[src/rtl/tentativa_scheduler_if.sv]
// rtl/tentativa_scheduler_if.sv - board/checker signal bundle for the attempt scheduler
//
// Purpose: groups the button, switch, checker-verdict and scheduler output
// signals so they travel as one port.
// Ports (signals):
//   botao_n     raw insert button, active-low, asynchronous
//   numero      digit switches (0..9 valid)
//   ver_total   checker in total-success state
//   ver_parcial checker in partial-success state
//   ver_falha   checker in failure state
//   insere_n    one-cycle active-low strobe to the checker
//   digito      digit latched with the last accepted press
//   rst_checker one-cycle re-arm pulse to the checker
//   aberto      lock open
//   bloqueado   lockout active
//   tentativas  failed attempts since last clear
// Modports: master drives the board/checker side, slave is the scheduler.
interface tentativa_scheduler_if;
  logic       botao_n;
  logic [3:0] numero;
  logic       ver_total;
  logic       ver_parcial;
  logic       ver_falha;
  logic       insere_n;
  logic [3:0] digito;
  logic       rst_checker;
  logic       aberto;
  logic       bloqueado;
  logic [1:0] tentativas;

  modport master (
    output botao_n, numero, ver_total, ver_parcial, ver_falha,
    input  insere_n, digito, rst_checker, aberto, bloqueado, tentativas
  );

  modport slave (
    input  botao_n, numero, ver_total, ver_parcial, ver_falha,
    output insere_n, digito, rst_checker, aberto, bloqueado, tentativas
  );
endinterface

[src/rtl/tentativa_scheduler.sv]
// rtl/tentativa_scheduler.sv - sequences the six-digit password checker with lockout
//
// Purpose: turns raw button presses into single checker strobes, latches the
// digit, acts on the checker verdict (open lock / count failure), enforces a
// timed lockout after MAX_TENTATIVAS failures and re-arms the checker.
// Ports:
//   clk    rising-edge system clock
//   reset  asynchronous active-high reset, clears all state
//   bus    tentativa_scheduler_if.slave (button, switches, verdicts, outputs)
module tentativa_scheduler #(
  parameter int MAX_TENTATIVAS = 3,
  parameter int T_ABERTO       = 20,
  parameter int T_BLOQUEIO     = 50
) (
  input logic                  clk,
  input logic                  reset,
  tentativa_scheduler_if.slave bus
);

  typedef enum logic [2:0] {
    LIVRE, PULSO, ESPERA, ABERTO, FALHOU, BLOQUEIO, REINICIA
  } state_t;

  state_t     state, next_state;
  logic [7:0] timer;
  logic       sync1, sync2, hist, press;
  logic       insere_n_q, rst_checker_q, aberto_q, bloqueado_q;
  logic [3:0] digito_q;
  logic [1:0] tentativas_q;

  // Two-flop synchronizer plus edge history; the detected falling edge is
  // registered once more so the strobe lands three edges after first sample.
  always_ff @(posedge clk or posedge reset) begin
    if (reset) begin
      sync1 <= 1'b1;
      sync2 <= 1'b1;
      hist  <= 1'b1;
      press <= 1'b0;
    end else begin
      sync1 <= bus.botao_n;
      sync2 <= sync1;
      hist  <= sync2;
      press <= hist & ~sync2;
    end
  end

  always_comb begin
    next_state = state;
    case (state)
      LIVRE:    if (press && bus.numero <= 4'd9) next_state = PULSO;
      PULSO:    next_state = ESPERA;
      ESPERA: begin
        if (bus.ver_falha)                         next_state = FALHOU;
        else if (bus.ver_total || bus.ver_parcial) next_state = ABERTO;
        else                                       next_state = LIVRE;
      end
      ABERTO:   if (timer == 8'(T_ABERTO - 1)) next_state = REINICIA;
      // tentativas already holds the incremented count while in FALHOU
      FALHOU:   next_state = (tentativas_q == 2'(MAX_TENTATIVAS)) ? BLOQUEIO : REINICIA;
      BLOQUEIO: if (timer == 8'(T_BLOQUEIO - 1)) next_state = REINICIA;
      REINICIA: next_state = LIVRE;
      default:  next_state = LIVRE;
    endcase
  end

  // Outputs are registered from next_state so they align with the state.
  always_ff @(posedge clk or posedge reset) begin
    if (reset) begin
      state         <= LIVRE;
      timer         <= 8'd0;
      insere_n_q    <= 1'b1;
      rst_checker_q <= 1'b0;
      aberto_q      <= 1'b0;
      bloqueado_q   <= 1'b0;
      digito_q      <= 4'd0;
      tentativas_q  <= 2'd0;
    end else begin
      state         <= next_state;
      insere_n_q    <= (next_state != PULSO);
      rst_checker_q <= (next_state == REINICIA);
      aberto_q      <= (next_state == ABERTO);
      bloqueado_q   <= (next_state == BLOQUEIO);

      if (next_state != state)
        timer <= 8'd0;
      else if (state == ABERTO || state == BLOQUEIO)
        timer <= timer + 8'd1;

      if (state == LIVRE && next_state == PULSO)
        digito_q <= bus.numero;

      if (state == ESPERA && next_state == FALHOU)
        tentativas_q <= (tentativas_q == 2'd3) ? 2'd3 : tentativas_q + 2'd1;
      else if ((state == ESPERA && next_state == ABERTO) ||
               (state == BLOQUEIO && next_state == REINICIA))
        tentativas_q <= 2'd0;
    end
  end

  assign bus.insere_n    = insere_n_q;
  assign bus.rst_checker = rst_checker_q;
  assign bus.aberto      = aberto_q;
  assign bus.bloqueado   = bloqueado_q;
  assign bus.digito      = digito_q;
  assign bus.tentativas  = tentativas_q;

endmodule
[src/flat_wrapper.sv]
// flat-port wrapper written by rule: the top's interface ports become plain ports
module tentativa_scheduler_flat 
#(
  parameter int MAX_TENTATIVAS = 3,
  parameter int T_ABERTO       = 20,
  parameter int T_BLOQUEIO     = 50
)
  (clk, reset, bus_botao_n, bus_numero, bus_ver_total, bus_ver_parcial, bus_ver_falha, bus_insere_n, bus_digito, bus_rst_checker, bus_aberto, bus_bloqueado, bus_tentativas);
  tentativa_scheduler_if bus_i ();
  input logic clk;
  input logic reset;
  input wire logic [$bits(bus_i.botao_n)-1:0] bus_botao_n;
  input wire logic [$bits(bus_i.numero)-1:0] bus_numero;
  input wire logic [$bits(bus_i.ver_total)-1:0] bus_ver_total;
  input wire logic [$bits(bus_i.ver_parcial)-1:0] bus_ver_parcial;
  input wire logic [$bits(bus_i.ver_falha)-1:0] bus_ver_falha;
  output wire logic [$bits(bus_i.insere_n)-1:0] bus_insere_n;
  output wire logic [$bits(bus_i.digito)-1:0] bus_digito;
  output wire logic [$bits(bus_i.rst_checker)-1:0] bus_rst_checker;
  output wire logic [$bits(bus_i.aberto)-1:0] bus_aberto;
  output wire logic [$bits(bus_i.bloqueado)-1:0] bus_bloqueado;
  output wire logic [$bits(bus_i.tentativas)-1:0] bus_tentativas;
  assign bus_i.botao_n = bus_botao_n;
  assign bus_i.numero = bus_numero;
  assign bus_i.ver_total = bus_ver_total;
  assign bus_i.ver_parcial = bus_ver_parcial;
  assign bus_i.ver_falha = bus_ver_falha;
  assign bus_insere_n = bus_i.insere_n;
  assign bus_digito = bus_i.digito;
  assign bus_rst_checker = bus_i.rst_checker;
  assign bus_aberto = bus_i.aberto;
  assign bus_bloqueado = bus_i.bloqueado;
  assign bus_tentativas = bus_i.tentativas;
  tentativa_scheduler #(.MAX_TENTATIVAS(MAX_TENTATIVAS), .T_ABERTO(T_ABERTO), .T_BLOQUEIO(T_BLOQUEIO)) u_core (.clk(clk), .reset(reset), .bus(bus_i));
endmodule
[config.mk]
export PLATFORM = sky130hd
export DESIGN_NAME = tentativa_scheduler_flat
export DESIGN_NICKNAME = d
export VERILOG_FILES = /design/src/rtl/tentativa_scheduler_if.sv /design/src/rtl/tentativa_scheduler.sv /design/src/flat_wrapper.sv
export SDC_FILE = /design/constraint.sdc
export NUM_CORES = 1
export LEC_CHECK = 0
export ABC_AREA = 0
export CAP_MARGIN = 20
export CORE_ASPECT_RATIO = 1.75
export CORE_MARGIN = 2
export CORE_UTILIZATION = 51
export CTS_CLUSTER_SIZE = 24
export DETAILED_ROUTE_END_ITERATION = 8
export GPL_TIMING_DRIVEN = 0
export MAX_ROUTING_LAYER = met4
export PLACE_DENSITY_LB_ADDON = 0.08
export SLEW_MARGIN = 20
export SYNTH_ARGS = -nofsm -noshare
export SYNTH_HDL_FRONTEND = slang
export SYNTH_SLANG_ARGS = --single-unit
[constraint.sdc]
create_clock -name clk -period 1.97 [get_ports clk]
set_input_delay 0.394 -clock clk [delete_from_list [all_inputs] [get_ports clk]]
set_output_delay 0.394 -clock clk [all_outputs]
set_load 0.05 [all_outputs]
==> results.md, run 1 <==
Run status:
- The run finished with clean final reports.

Clocking:
- The clock-pin slew reported for the worst setup and hold paths after clock tree synthesis is ~80 ps.
- TritonCTS built the clock tree.
- TritonCTS created 3 clock buffers.
- The clock reaches the later pin of the worst-skew pair after 270 ps.
- No sink is reached through more buffers than the 2 on the longest clock path.
- The number of H-tree branching levels is 1.
- The number of setup buffers added after CTS is 0.
- The TritonCTS sink count is 25.
- The clock tree root buffer cell is clkbuf_8.

Global routing:
- After global routing the overflow that remains totals 0.
- Entering global routing, the biggest net connects 26 pins.
- In the global route stage, met3 resource usage came out at 0.0288.
- met2 is the most crowded layer.
- The combined global-route utilization of all metal layers is 0.211.
- The first global-routing pass estimated around 3.8 mm of wire.
- The number of global-route vias before repair is 889.
- The fraction of met2 tracks used by global routing is 0.373.
- The global-route track usage on met1 is 0.204.
- The initial antenna violation count was 0.

Yosys:
- The instance count of the mapped netlist is around 110.
- The synthesized flop and latch total is 25.
- Of the post-synthesis cell area, the part taken by muxes is 0.0371.
- The number of library cell types mapped by synthesis is 40.
- After synthesis, the largest family of logic cells by area is simple AND/OR/NAND/NOR gates.
- Each instance of the synthesized netlist takes up on average around 11 um2.
- The most used flip-flop cell after synthesis is dfrtp_1.
- Of the total synthesized cell area, the portion taken by full adders, half adders and majority gates is 0.0206.
- The fraction of the mapped netlist area in compound gates is 0.151.
- The combined area of all synthesized cells is roughly 1200 um2.
- The most instantiated library cell after synthesis is dfrtp_1.
- Ranked by total cell area, the synthesized netlist is headed by dfrtp_1 (43%), dfstp_2 (8.7%), xor2_1 (4.3%).
- The number of nets in the synthesized netlist is 119.
- The basic-gate share of the synthesized area counting and, or, nand and nor cells is 0.195.
- The number of synthesized flops with an enable pin is 0.
- Yosys printed 0 warnings.
- The share of synthesized area in the top cell type comes to 0.433.
- The commonest cells after synthesis are dfrtp_1 (21), a21oi_1 (8), nor2_1 (6), xor2_1 (6), nand2_1 (5).
- Of the total synthesized cell area, the portion taken by XOR and XNOR cells is 0.0566.
- Of all flip-flops after synthesis, the portion carrying an async set or reset was 1.00.
- For this run, the register share of the synthesized area comes to 0.519.
- The largest area contributor in the netlist is dfrtp_1.

Route:
- In the final routed layout, each cell accounts on average for 15.7 um.
- The count of nets left with antenna violations after detail routing is 0.
- The via count is around 900.
- Dividing the detail-routed via count by the number of cells gives roughly 5.8.
- After detailed routing, the number of remaining DRC violations is 0.
- The final routed wirelength across all metal layers is about 2.4 mm.
- The first TritonRoute pass finished after 4 iterations.
- For this block, the initial DRC count from the detailed router was 17.

Placement:
- Routability-driven placement finished with a final weighted congestion of 0.890.
- The standard cell area after detailed placement is 1440 um2.
- Counting tap cells, the placed design contains a total of 151 instances.
- OpenSTA, run right after detailed placement, puts the worst setup slack at -87.3 ps.
- The placed wire-length estimate after detailed placement is ~1.8 mm.
- The count of buffers added on input and output ports is 19.

Timing:
- The final count of pins violating max slew is 0.
- The post-route setup TNS is 0 ps.
- Setup repair after global routing left no endpoint under its margin.
- Between clock sinks in the finished design, the worst skew comes to around 4.1 ps.
- The normalized max-slew margin is 0.406.
- Hold is met by 360 ps.
- The final critical-path share of the clock period is 0.973.
- Timing would allow up to 522 MHz.
- The worst path in the final design needs a cycle of roughly 1900 ps, including I/O delays and setup.
- The final critical-path setup slack is 52.7 ps.
- The slew at the pin closest to its max-slew limit is slightly below 900 ps.
- The final hold violation count came to 0.
- The number of setup violations in the final report is 0.

Final layout:
- The area occupied by multi-input gates is between 500 and 600 um2.
- The fraction of layout cells with a size suffix above 1 is 0.177.
- Measured on the finished design, the core utilization comes to 0.655.
- Across the whole layout, storage elements account for 631 um2.
- The number of antenna diodes in the final layout is 0.
- The finished layout holds approximately 160 standard cells, fillers aside.
- The final instance area is around 1500 um2.
- The final layout contains approximately 140 nets.
- The layout overhead on the synthesized area is 22.7%.
- The number of filler instances in the final layout is between 150 and 200.

Flow run:
- The number of maximum-capacitance constraint violations is 0.

Power and ir drop:
- The worst ir drop on vdd is between 700 and 800 uV.
- Dividing total power by cell area gives a power density of approximately 1400 nW/um2.
- The post-layout total power is approximately 2.1 mW.
- The leakage power figure is 0.649 nW.

Setup path:
- In this run the register-to-register setup slack is 110 ps.
- In this run the number of cells on the critical path is 1.
- The worst endpoint data arrival time is roughly 1500 ps.
- The most critical setup path has its endpoint at bus_tentativas[1].
- The type of element capturing the critical path is an output port.
- Data on the critical path is required at its endpoint by approximately 1600 ps.
- In this run the critical register-to-register path is captured at u_core.timer[1].
- The worst setup path is of the reg2out kind.
- Among all stages on the critical path, the largest delay is contributed by clkdlybuf4s50_1.
- The number of cells on the worst reg-to-reg path is 5.
- The critical path launch point type is a register.
- For this run, the slowest stage of the critical path takes between 800 and 900 ps.
- The most critical setup path has its startpoint at u_core.bus.tentativas[1].
- The source of the worst register-to-register timing path is u_core.timer[0].
- The maximum fanout along the worst path is 5.
- The number of buffer and inverter stages on the critical path is 1.
- The signal on the critical path passes through clkdlybuf4s50_1.
- The critical path's top delay family is buffers and inverters.

Worst hold path:
- The class of the worst hold path is reg2reg.

Die:
- The die is 68.6 um tall.
- The initial cell density of the core is 0.534.
- In this run the count of I/O pins placed on the die edge is 20.
- After floorplanning, the core was divided into 23 placement rows.
- The core region is between 2000 and 2500 um2.
- The width of the chip is about 41 um.
- The die area is roughly 2800 um2.
-- what timing repair did --
item | in CTS | in global routing
hold buffers | 0 | 0
setup endpoints to repair | 0 | 10
resized for setup | 0 | 3
hold endpoints to repair | 0 | 0
-- cell type report --
type | instances | share of cell area
timing repair buffer | 19 | 0.131
tap | 25 | 0.0210
multi-input combinational | 78 | 0.378
sequential | 25 | 0.423
inverter | 3 | 0.00756
buffer | 1 | 0.00924
clock buffer | 4 | 0.0302
-- registers in the layout, indices dropped and copies added, names as in the netlist --
name	cells
u_core.bus.aberto	1
u_core.bus.bloqueado	1
u_core.bus.digito	4
u_core.bus.insere_n	1
u_core.bus.rst_checker	1
u_core.bus.tentativas	2
u_core.hist	1
u_core.press	1
u_core.state	3
u_core.sync1	1
u_core.sync2	1
u_core.timer	8
-- routing by layer --
metal	up-vias	part of all wire
li1	436	-
met1	438	0.37
met2	24	0.58
met3	6	0.034
met4	0	0.020
met5	-	0
-- how the worst min path moves through the flow --
stage / depth (start not counted) / endpoint / startpoint / slack (ps)
2_1_floorplan: 0 / u_core.sync2 / u_core.sync1 / 350
3_3_place_gp: 0 / u_core.sync2 / u_core.sync1 / 350
3_5_place_dp: 0 / u_core.sync2 / u_core.sync1 / 350
4_1_cts: 0 / u_core.sync2 / u_core.sync1 / 360
5_1_grt: 0 / u_core.sync2 / u_core.sync1 / 370
6_report: 0 / u_core.sync2 / u_core.sync1 / 360
-- cells in the final DEF (no fill, tap or decap), types with 3 or more instances in the layout --
| cell | netlist | routed |
|---|---|---|
| a31oi_1 | 4 | 4 |
| clkdlybuf4s50_1 | 0 | 17 |
| xor2_1 | 6 | 6 |
| o21ai_0 | 4 | 4 |
| and3_2 | 3 | 3 |
| dfstp_2 | 4 | 4 |
| nor2b_1 | 3 | 3 |
| nand2_1 | 5 | 5 |
| mux2_2 | 4 | 4 |
| and2_1 | 3 | 3 |
| dfrtp_1 | 21 | 21 |
| nor2_1 | 6 | 6 |
| a21oi_1 | 8 | 8 |
| nand3_1 | 4 | 4 |
| inv_1 | 3 | 3 |
| clkbuf_8 | 1 | 4 |
-- logic make-up after synthesis --
kind of cell | after synthesis
AO/OA/AOI/OAI | 26
XOR/XNOR | 7
adder cells (fa/ha/maj) | 2
buffers and inverters | 4
flip-flops | 25
multiplexers | 4
AND/OR/NAND/NOR | 39
-- power by group --
group / internal [mW] / total [mW] / switching (mW) / leakage [nW]
combinational: 0.385 / 1.04 / 0.659 / 0.307
sequential: 0.643 / 0.767 / 0.124 / 0.319
clock: 0.145 / 0.305 / 0.160 / 0.0228
Note: power is estimated with default switching activity, not from simulation.
==> inputs of run 2 (changes only) <==
Settings changed: CTS_BUF_LIST from default to sky130_fd_sc_hd__clkbuf_8 sky130_fd_sc_hd__clkbuf_16.
==> results.md, run 2 (synthesized netlist as in run 1, its figures left out) <==
Placement:
- The placed instances occupy a cell area of between 1000 and 1500 um2.
- At the end of routability-driven placement, the weighted congestion stood at a little under 0.9.
- The placed wire-length estimate after detailed placement is ~1.8 mm.
- Counting tap cells, the placed design contains a total of roughly 150 instances.
- The count of buffers from port buffering is 19.

Clocking:
- TritonCTS built the clock tree.
- Buffers added to address setup during post-CTS repair amount to 0.
- The source-to-sink clock delay at the later pin of the worst-skew pair is approximately 270 ps.
- The clock drives 25 sinks.
- In this run the deepest clock path goes through 2 buffers.
- The clock tree root buffer cell is clkbuf_8.
- The number of buffers created by CTS is 3.
- The clock-pin slew reported for the worst setup and hold paths after clock tree synthesis is about 80 ps.
- In this run the number of H-tree levels came out at 1.

Global routing:
- For this run the aggregate overflow at the end of global routing stands at 0.
- In the global route stage, overall resource usage came out at 0.211.
- The number of global-route vias before repair is 889.
- The first global-routing pass estimated around 3.8 mm of wire.
- Entering global routing, the biggest net connects 26 pins.
- The initial antenna violation count is 0.

Power and ir drop:
- The leakage power figure is 0.653 nW.
- For this design the ratio of total power to cell area is 1420 nW/um2.
- The worst ir drop on vdd is 736 uV.

Die:
- The core area is 2270 um2.
- The number of rows in the core area is 23.
- The width of the chip is about 40 um.
- Pin placement for this block handled 20 I/O pins.
- The die area is roughly 2800 um2.
- From bottom edge to top edge, the die measures about 69 um.
- The initial cell density of the core is 0.534.

Route:
- In the final routed layout, each cell accounts on average for about 16 um.
- The number of DRC markers in iteration 0 is 17.
- The first detailed-routing pass ran for 4 iterations.
- The final routed wirelength across all metal layers is approximately 2.5 mm.
- The via count normalized by instance count is 5.90.
- The uppermost layer routed is met4.
- In the routed design, unresolved DRC markers number 0.
- For this block, wires on met1 add up to ~900 um.
- Summed over all nets, wire length on met3 after detailed routing comes to about 80 um.
- The detail route stage leaves a number of antenna-violating nets equal to 0.
- The routed layout has just over 900 vias.
- The detailed route wirelength on metal2 is ~1.4 mm.

Timing:
- Summed over all failing endpoints, the final setup total negative slack is 0 ps.
- At the pin with the least slew margin, the transition time is just under 900 ps.
- The worst hold margin is around 360 ps.
- Between clock sinks in the finished design, the worst skew comes to around 4.3 ps.
- The final count of pins violating max slew is 0.
- The final hold violation count came to 0.
- Headroom to the max-slew limit came out at 0.406.
- The shortest period the worst path allows is roughly 1900 ps.
- The maximum clock frequency is 521 MHz.
- Dividing the final minimum period by the clock period gives 0.974.
- Setup repair after global routing left no endpoint under its margin.
- The number of setup violations in the final report is 0.

Final layout:
- After the last flow step, the layout net total stands at 143.
- The non-filler instance count after layout is about 160.
- With fillers left out, the area of the finished cells amounts to approximately 1500 um2.
- The flip-flop count of the largest register, all copies and words added is 8.
- The number of filler instances in the final layout is 194.
- The register name with the most flops is u_core.timer.
- Compared with the post-synthesis result, the final layout area differs by 22.7%.
- In the layout the commonest cells are dfrtp_1 (21), clkdlybuf4s50_1 (17), a21oi_1 (8).
- The count of inserted antenna diode cells is 0.
- The most frequent standard cell in the layout excluding fill and tap cells is dfrtp_1.
- In the final layout, the share of cells above drive strength 1 is 0.177.

Setup path:
- The largest single stage delay on the critical path is approximately 830 ps.
- The critical path start-end classification is reg2out.
- In this run the critical register-to-register path is launched from u_core.timer[0].
- Together, buffers and inverters on the worst path number 1.
- The slowest stage cell on the critical path is clkdlybuf4s50_1.
- The worst endpoint data arrival time is 1530 ps.
- The beginning of the critical path is u_core.bus.tentativas[1].
- The type of element capturing the critical path is an output port.
- The worst setup path is launched from a register.
- The critical path's top delay family is buffers and inverters.
- The critical path goes through clkdlybuf4s50_1.
- At the worst endpoint, the required time is 1580 ps.
- The maximum fanout along the worst path is 5.

Run status:
- The run finished with clean final reports.

Worst hold path:
- The class of the worst hold path is reg2reg.
- The launch instance of the worst min-delay path is u_core.sync1.

Flow run:
- The tool flagged a number of max-cap violations equal to 0.
-- run 2: cell types whose count changed in the layout (fill, tap and decap cells not counted), sizes merged --
cell / before / now
clkbuf: 5 / 4
inv: 3 / 4
-- run 2: report_power, final --
part	leakage, nW	total [mW]	switching (mW)	internal [mW]
clock	0.0269	0.299	0.160	0.140
combinational	0.307	1.04	0.659	0.385
sequential	0.319	0.767	0.125	0.642
-- run 2: what timing repair did --
item                                   CTS  global route
hold buffers                             0             0
setup endpoints to repair                0            10
endpoints found under the hold margin    0             0
resized for setup                        0             3
-- run 2: final timing paths --
| path | to | slack, ps | cells after the start |
|---|---|---|---|
| max in group asynchronous | u_core.timer[0] | 820 | 2 |
| hold / removal | u_core.sync2 | 360 | 0 |
| min in group asynchronous | u_core.timer[4] | 610 | 2 |
| setup reg to reg | u_core.timer[1] | 110 | 5 |
| setup / recovery | bus_tentativas[1] | 50 | 1 |
| hold reg to reg | u_core.sync2 | 360 | 0 |
-- run 2: cell type report --
type / instances / area [um2] / share of cell area
Sequential cell: 25 / 631 / 0.423
Multi-Input combinational cell: 78 / 563 / 0.378
Timing Repair Buffer: 19 / 195 / 0.131
Clock buffer: 3 / 41.3 / 0.0277
Tap cell: 25 / 31.3 / 0.0210
Buffer: 1 / 13.8 / 0.00924
Inverter: 3 / 11.3 / 0.00756
Clock inverter: 1 / 3.75 / 0.00252
-- run 2: routing by layer --
layer	GRT usage	vias to the layer above
met5	-	-
met4	0.113	0
met3	0.0288	6
met2	0.373	26
met1	0.204	447
li1	-	435
-- run 2: per-stage QoR --
stage	setup WS, ps	total power [mW]	utilization
2_1_floorplan	309	1.50	-
3_3_place_gp	-65.8	1.79	0.632
3_5_place_dp	-87.3	1.82	0.632
4_1_cts	1.82	2.11	0.652
5_1_grt	6.19	2.24	0.655
6_report	50.5	2.11	0.655
==> variant 1 (flow settings as in run 1) <==
Encoding of `state_t`: now one-hot (7 bits for 7 states).
--- a/src/rtl/tentativa_scheduler.sv
+++ b/src/rtl/tentativa_scheduler.sv
@@ -19,4 +19,4 @@
 
-  typedef enum logic [2:0] {
-    LIVRE, PULSO, ESPERA, ABERTO, FALHOU, BLOQUEIO, REINICIA
+  typedef enum logic [6:0] {
+    LIVRE = 7'b0000001, PULSO = 7'b0000010, ESPERA = 7'b0000100, ABERTO = 7'b0001000, FALHOU = 7'b0010000, BLOQUEIO = 7'b0100000, REINICIA = 7'b1000000
   } state_t;
Check against the original RTL: no difference found for any inputs over 10 cycles, from zero or initial values and one cycle with reset high; not proved beyond that.
==> variant 1 against run 1 <==
  * Global-route usage shrank 0.22 points
  * First-iteration DRC count grew 120%
  * Sequential cell count grew 4
  * Total power grew 11%
  * Synthesized area grew 15%
  * Critical path depth grew 5
  * Register-to-register slack lost 30 ps
  * Cell area grew 22%
  * Die area grew 13%
  * Via count grew 16%
  * Worst setup slack gained 30 ps
  * Routed wire length grew 19%
  * Highest routed layer unchanged
==> variant 1: results (changes against run 1) <==
Status
  • Status: finished, final reports clean

CTS
  • CTS Buffer Depth: 2 (unchanged)
  • Clock root cell: clkbuf_8
  • Post-CTS sizing: 6 (+6)
  • TritonCTS Buffers: 5 (+2)
  • Worst skew pair latency: ~280 ps
  • Post-CTS setup buffers: 1 (+1)
  • Clock transition at the registers of the reported paths: 60 ps (-20 ps)
  • CTS HTree Levels: 2 (+1)

Worst hold path
  • Hold_sp: u_core.sync1
  • Hold Path Depth: 0 (unchanged)
  • Min-Delay Path Class: reg2reg
  • Hold Crit Endpoint: u_core.sync2

Logic synthesis
  • Top post-synthesis cells by area: dfrtp_1 (43%), dfstp_2 (9.4%), xor2_1 (4.4%)
  • Synth unique cells: 39 (-2.5%)
  • Post-synth top cells: dfrtp_1 (24), nor2_1 (16), nand2_1 (10), xor2_1 (7)
  • Synth warn: 0 (unchanged)
  • Mapped Cells: 124 (+16%)
  • Synthesized net count: 136 (+14%)
  • Synth async-reset ratio: 100% (unchanged)
  • EDFF count, synth: 0 (unchanged)
  • Register area share after synthesis: 52.6% (+0.66 points)

Routing
  • 1st-iter DRT viols: 38 (+21)
  • Initial DRT Pass Iterations: 4 (unchanged)
  • Vias: 1050 (+16%)
  • Drt wl/cell: 15.8 um (+0.61%)
  • Via-to-Cell Ratio: 5.71 (-2.2%)

GRT
  • Initial antenna violation count: 0 (unchanged)
  • Largest net degree at the start of global routing: 30 (+15%)
  • First-pass GRT wire length: 4680 um (+22%)
  • Vias in the first global route: 1048 (+18%)
  • GRT Overall Usage: 20.8% (-0.22 points)

Pwr
  • Pleak: 0.861 nW (+33%)
  • Maximum VDD drop: 0.000730 V (-0.80%)
  • Switching share of power: 37.2% (-7.3 points)

Place
  • GP Congestion: 0.797 (-10%)
  • Place WS: -508 ps (-421 ps)
  • Cell Area, Placed: 1620 um2 (+13%)
  • Cell count after placement: 170 (+13%)
  • DP HPWL: 1880 um (+2.3%)
  • Port bufs: 19 (unchanged)

STA
  • Clock Skew: 3.69 ps (-0.441 ps)
  • Max-slew headroom: 61.4% (+21 points)
  • Hold slack: 355 ps (-4.87 ps)

Setup path
  • Worst EP arrival: 2060 ps (+540 ps)
  • Worst reg-to-reg path cell count: 6 (+1)
  • CP max FO: 9 (+4)
  • Reg-to-reg setup timing slack: 80 ps (-30 ps)
  • FF-to-FF Start: u_core.state[4]
  • Worst flop-to-flop path endpoint: u_core.bus.digito[2]

Cells and area
  • Share of cells above drive strength 1: 26.1% (+8.4 points)
  • Reg with most FFs: u_core.timer
  • N_diodes: 0 (unchanged)
  • Max reg flops: 8 (unchanged)
  • Fillers: 210 (+8.2%)
## variant 1: worst max-delay path, stage by stage (launching register included)
cell	delay (ps)
dfrtp_1	360
buf_4	170
xor2_1	150
o2111a_1	240
or3_4	400
nand3_4	140
mux2_4	310
## variant 1: power by group through the flow
stage	Clock, mW	Sequential, mW	Combinational (mW)
after floorplan	0	1.02	0.441
after global placement	0	0.781	0.907
after detailed placement	0	0.785	0.913
after CTS	0.540	0.811	0.920
after global routing	0.561	0.831	1.07
final	0.527	0.816	1.00
## variant 1: cells by family after synthesis
family,synth area share (%)
and+or+nand+nor,22.5
DFF,52.6
AOI/OAI and AO/OA,8.18
xor gates and xnor gates,6.20
buffers and inverters,4.49
adders and majority gates,1.80
muxes,4.31
## variant 1: layout make-up
class | count | area [um2] | share of cell area, %
buffer | 3 | 30.0 | 1.65
clock buffer | 7 | 96.3 | 5.28
clock inverter | 1 | 5.00 | 0.274
inverter | 5 | 18.8 | 1.03
multi-input combinational | 85 | 654 | 35.9
sequential | 29 | 732 | 40.1
tap | 27 | 33.8 | 1.85
timing repair buffer | 27 | 254 | 13.9
## variant 1: routing by layer
layer,routed length [um],track usage [%],up-vias
met4,80,10.4,0
met5,0,-,-
met2,1610,34.2,23
met3,94,5.94,9
met1,1130,22.5,519
li1,-,-,499
## variant 1: how the worst max path moves through the flow
| stage | from | end | slack, ps |
|---|---|---|---|
| 2_1_floorplan | u_core.state[0] | u_core.bus.digito[0] | 10 |
| 3_3_place_gp | bus_numero[1] | u_core.bus.digito[0] | -510 |
| 3_5_place_dp | bus_numero[1] | u_core.bus.digito[2] | -510 |
| 4_1_cts | bus_numero[1] | u_core.bus.digito[2] | 0.9 |
| 5_1_grt | u_core.state[5] | u_core.bus.digito[2] | 20 |
| 6_report | u_core.state[4] | u_core.bus.digito[2] | 80 |
==> variant 2 (settings of run 1) <==
Made on the original files. `T_BLOQUEIO` is set to 50 in 2 places; all go to 25.
--- a/src/rtl/tentativa_scheduler.sv
+++ b/src/rtl/tentativa_scheduler.sv
@@ -12,3 +12,3 @@
   parameter int T_ABERTO       = 20,
-  parameter int T_BLOQUEIO     = 50
+  parameter int T_BLOQUEIO     = 25
 ) (
--- a/src/flat_wrapper.sv
+++ b/src/flat_wrapper.sv
@@ -5,3 +5,3 @@
   parameter int T_ABERTO       = 20,
-  parameter int T_BLOQUEIO     = 50
+  parameter int T_BLOQUEIO     = 25
 )
Formal check against the unedited RTL: no difference found for any inputs over 10 cycles, from zero or initial values and one cycle with reset high; that may be too few to reach the edited logic, so the function may still have changed.
==> variant 2 against run 1 <==
  * Critical path depth up 7
  * Maximum frequency decreased by 5.8%
  * Synthesized area rose by 1.0%
  * Cell area increased by 13%
  * Via count rose by 9.7%
  * Routed wire length is 27% higher
  * Sequential share of layout area shrank 4.8 points
  * Sequential cell count stayed put
  * Worst setup slack got worse by 120 ps
  * Clock power up 6%
  * Total power is 5.2% higher
  * Critical path type is now reg2reg
  * First-iteration DRC count up 35%
  * The run now ends with negative setup slack left
==> variant 2: results (changes against run 1) <==
Cells and area
  • N_diodes: 0 (unchanged)
  • Reg with most FFs: u_core.timer
  • Fillers: 169 (-13%)
  • Nets: 158 (+10%)
  • Share of cells above drive strength 1: 32.4% (+15 points)

Setup path
  • Worst EP arrival: 2190 ps (+670 ps)
  • Crit-path leading delay family: simple AND/OR/NAND/NOR gates
  • Critical path's largest stage delay: 440 ps (-390 ps)
  • Worst path slowest cell: dfrtp_1
  • CP max FO: 8 (+3)

Logic synthesis
  • Synth unique cells: 38 (-5.0%)
  • Mux contribution to synthesized area: 3.67% (-0.038 points)
  • Xor/xnor share of the synthesized area: 4.99% (-0.67 points)
  • Post-Synth Adder-Cell Area: 2.04% (-0.021 points)
  • Synth Area in Compound Gates: 12.9% (-2.2 points)
  • Synthesized net count: 121 (+1.7%)
  • Top post-synthesis cells by area: dfrtp_1 (43%), dfstp_2 (8.6%), mux2_2 (3.7%)
  • Register area share after synthesis: 51.4% (-0.53 points)
  • Post-synth top cells: dfrtp_1 (21), nand2_1 (12), nor2_1 (9), inv_1 (6), xnor2_1 (5)
  • Mapped Cells: 109 (+1.9%)
  • Synth warn: 0 (unchanged)

Routing
  • Initial DRT Pass Iterations: 4 (unchanged)
  • Vias: 992 (+9.7%)
  • Total Routed Length: 3090 um (+27%)
  • 1st-iter DRT viols: 23 (+6)
  • Drt wl/cell: 18.2 um (+16%)

STA
  • Setup-failing EPs final: 8 (+8)
  • Clock Skew: 8.09 ps (+3.96 ps)
  • Final WS setup: -64.4 ps (-117 ps)
  • Setup_tns: -365 ps (-365 ps)
  • Max-slew headroom: 38.4% (-2.2 points)

Place
  • Port bufs: 19 (unchanged)
  • Cell count after placement: 153 (+1.3%)
  • DP HPWL: 1810 um (-1.9%)
  • GP Congestion: 0.768 (-14%)
  • Cell Area, Placed: 1450 um2 (+0.87%)
  • Place WS: -150 ps (-63.1 ps)

Status
  • Failing checks: negative setup slack
  • Status: finished with violations

CTS
  • CTS HTree Levels: 1 (unchanged)
  • Worst skew pair latency: 280 ps
  • Clock transition at the registers of the reported paths: 100 ps (+20 ps)
  • TritonCTS Buffers: 3 (unchanged)

GRT
  • First-pass GRT wire length: 4230 um (+11%)
  • Vias in the first global route: 943 (+6.1%)
  • GRT Overall Usage: 23.7% (+2.6 points)
  • Initial antenna violation count: 0 (unchanged)

Pwr
  • Net Sw Power: 0.978 mW (+3.8%)
  • Maximum VDD drop: 0.000648 V (-12%)
  • Pleak: 0.676 nW (+4.2%)

Worst hold path
  • Min-Delay Path Class: reg2reg
## variant 2: cell count changes in the layout (fill, tap and decap cells not counted), moves of 3 or more
cell | run 1 | this run
o21ai_0 | 4 | 1
buf_6 | 0 | 3
nand2_1 | 5 | 11
and3_2 | 3 | 0
xor2_1 | 6 | 2
a21oi_1 | 8 | 3
nand3_1 | 4 | 1
buf_4 | 0 | 10
nor2_1 | 6 | 9
xnor2_1 | 0 | 5
## variant 2: repair_timing
action | 4_1_cts | 5_1_grt
endpoints found under the setup margin | 9 | 9
pin swaps | 12 | 4
gates resized for setup | 6 | 14
setup buffers | 11 | 2
hold endpoints to repair | 0 | 0
## variant 2: cells by family after synthesis
group                    Yosys count
buffers and inverters              9
XOR/XNOR                           7
multiplexers                       4
adder cells (fa/ha/maj)            2
AO/OA/AOI/OAI                     16
AND/OR/NAND/NOR                   46
flip-flops                        25
## variant 2: cell type report
type	instances	area share [%]
Buffer	2	0.596
Timing Repair Buffer	32	17.7
Tap cell	25	1.86
Sequential cell	25	37.5
Inverter	7	1.71
Clock buffer	3	2.46
Multi-Input combinational cell	75	37.7
Clock inverter	1	0.447
## variant 2: layer usage
layer  share of wire [%]  GRT usage, %  vias up
met5                   0             -        -
met3                 2.8          2.24        9
met1                  37          26.1      509
met2                  58          39.5       22
met4                 2.0          12.9        0
li1                    -             -      452
## variant 2: power by group through the flow
stage               Combinational, mW  Clock (mW)  Sequential [mW]
floorplan                       0.420           0             1.00
global placement                0.956           0            0.727
detailed placement              0.972           0            0.739
CTS                              1.07       0.322            0.725
global route                     1.23       0.342            0.746
finish                           1.17       0.324            0.733
## variant 2: final timing paths
kind | startpoint | slack [ps] | end | cells after the start
max | u_core.timer[0] | -60 | u_core.timer[4] | 8
min reg2reg | u_core.sync1 | 360 | u_core.sync2 | 0
min | u_core.sync1 | 360 | u_core.sync2 | 0
max in group asynchronous | reset | 790 | u_core.bus.tentativas[0] | 2
min in group asynchronous | reset | 600 | u_core.timer[0] | 2
max reg2reg | u_core.timer[0] | -60 | u_core.timer[4] | 8
## variant 2: per-stage QoR
step	utilization, %	hold slack, ps
after global routing	73.9	368
after floorplan	-	345
after detailed placement	63.7	349
after CTS	71.0	362
after global placement	63.7	347
final	73.9	362
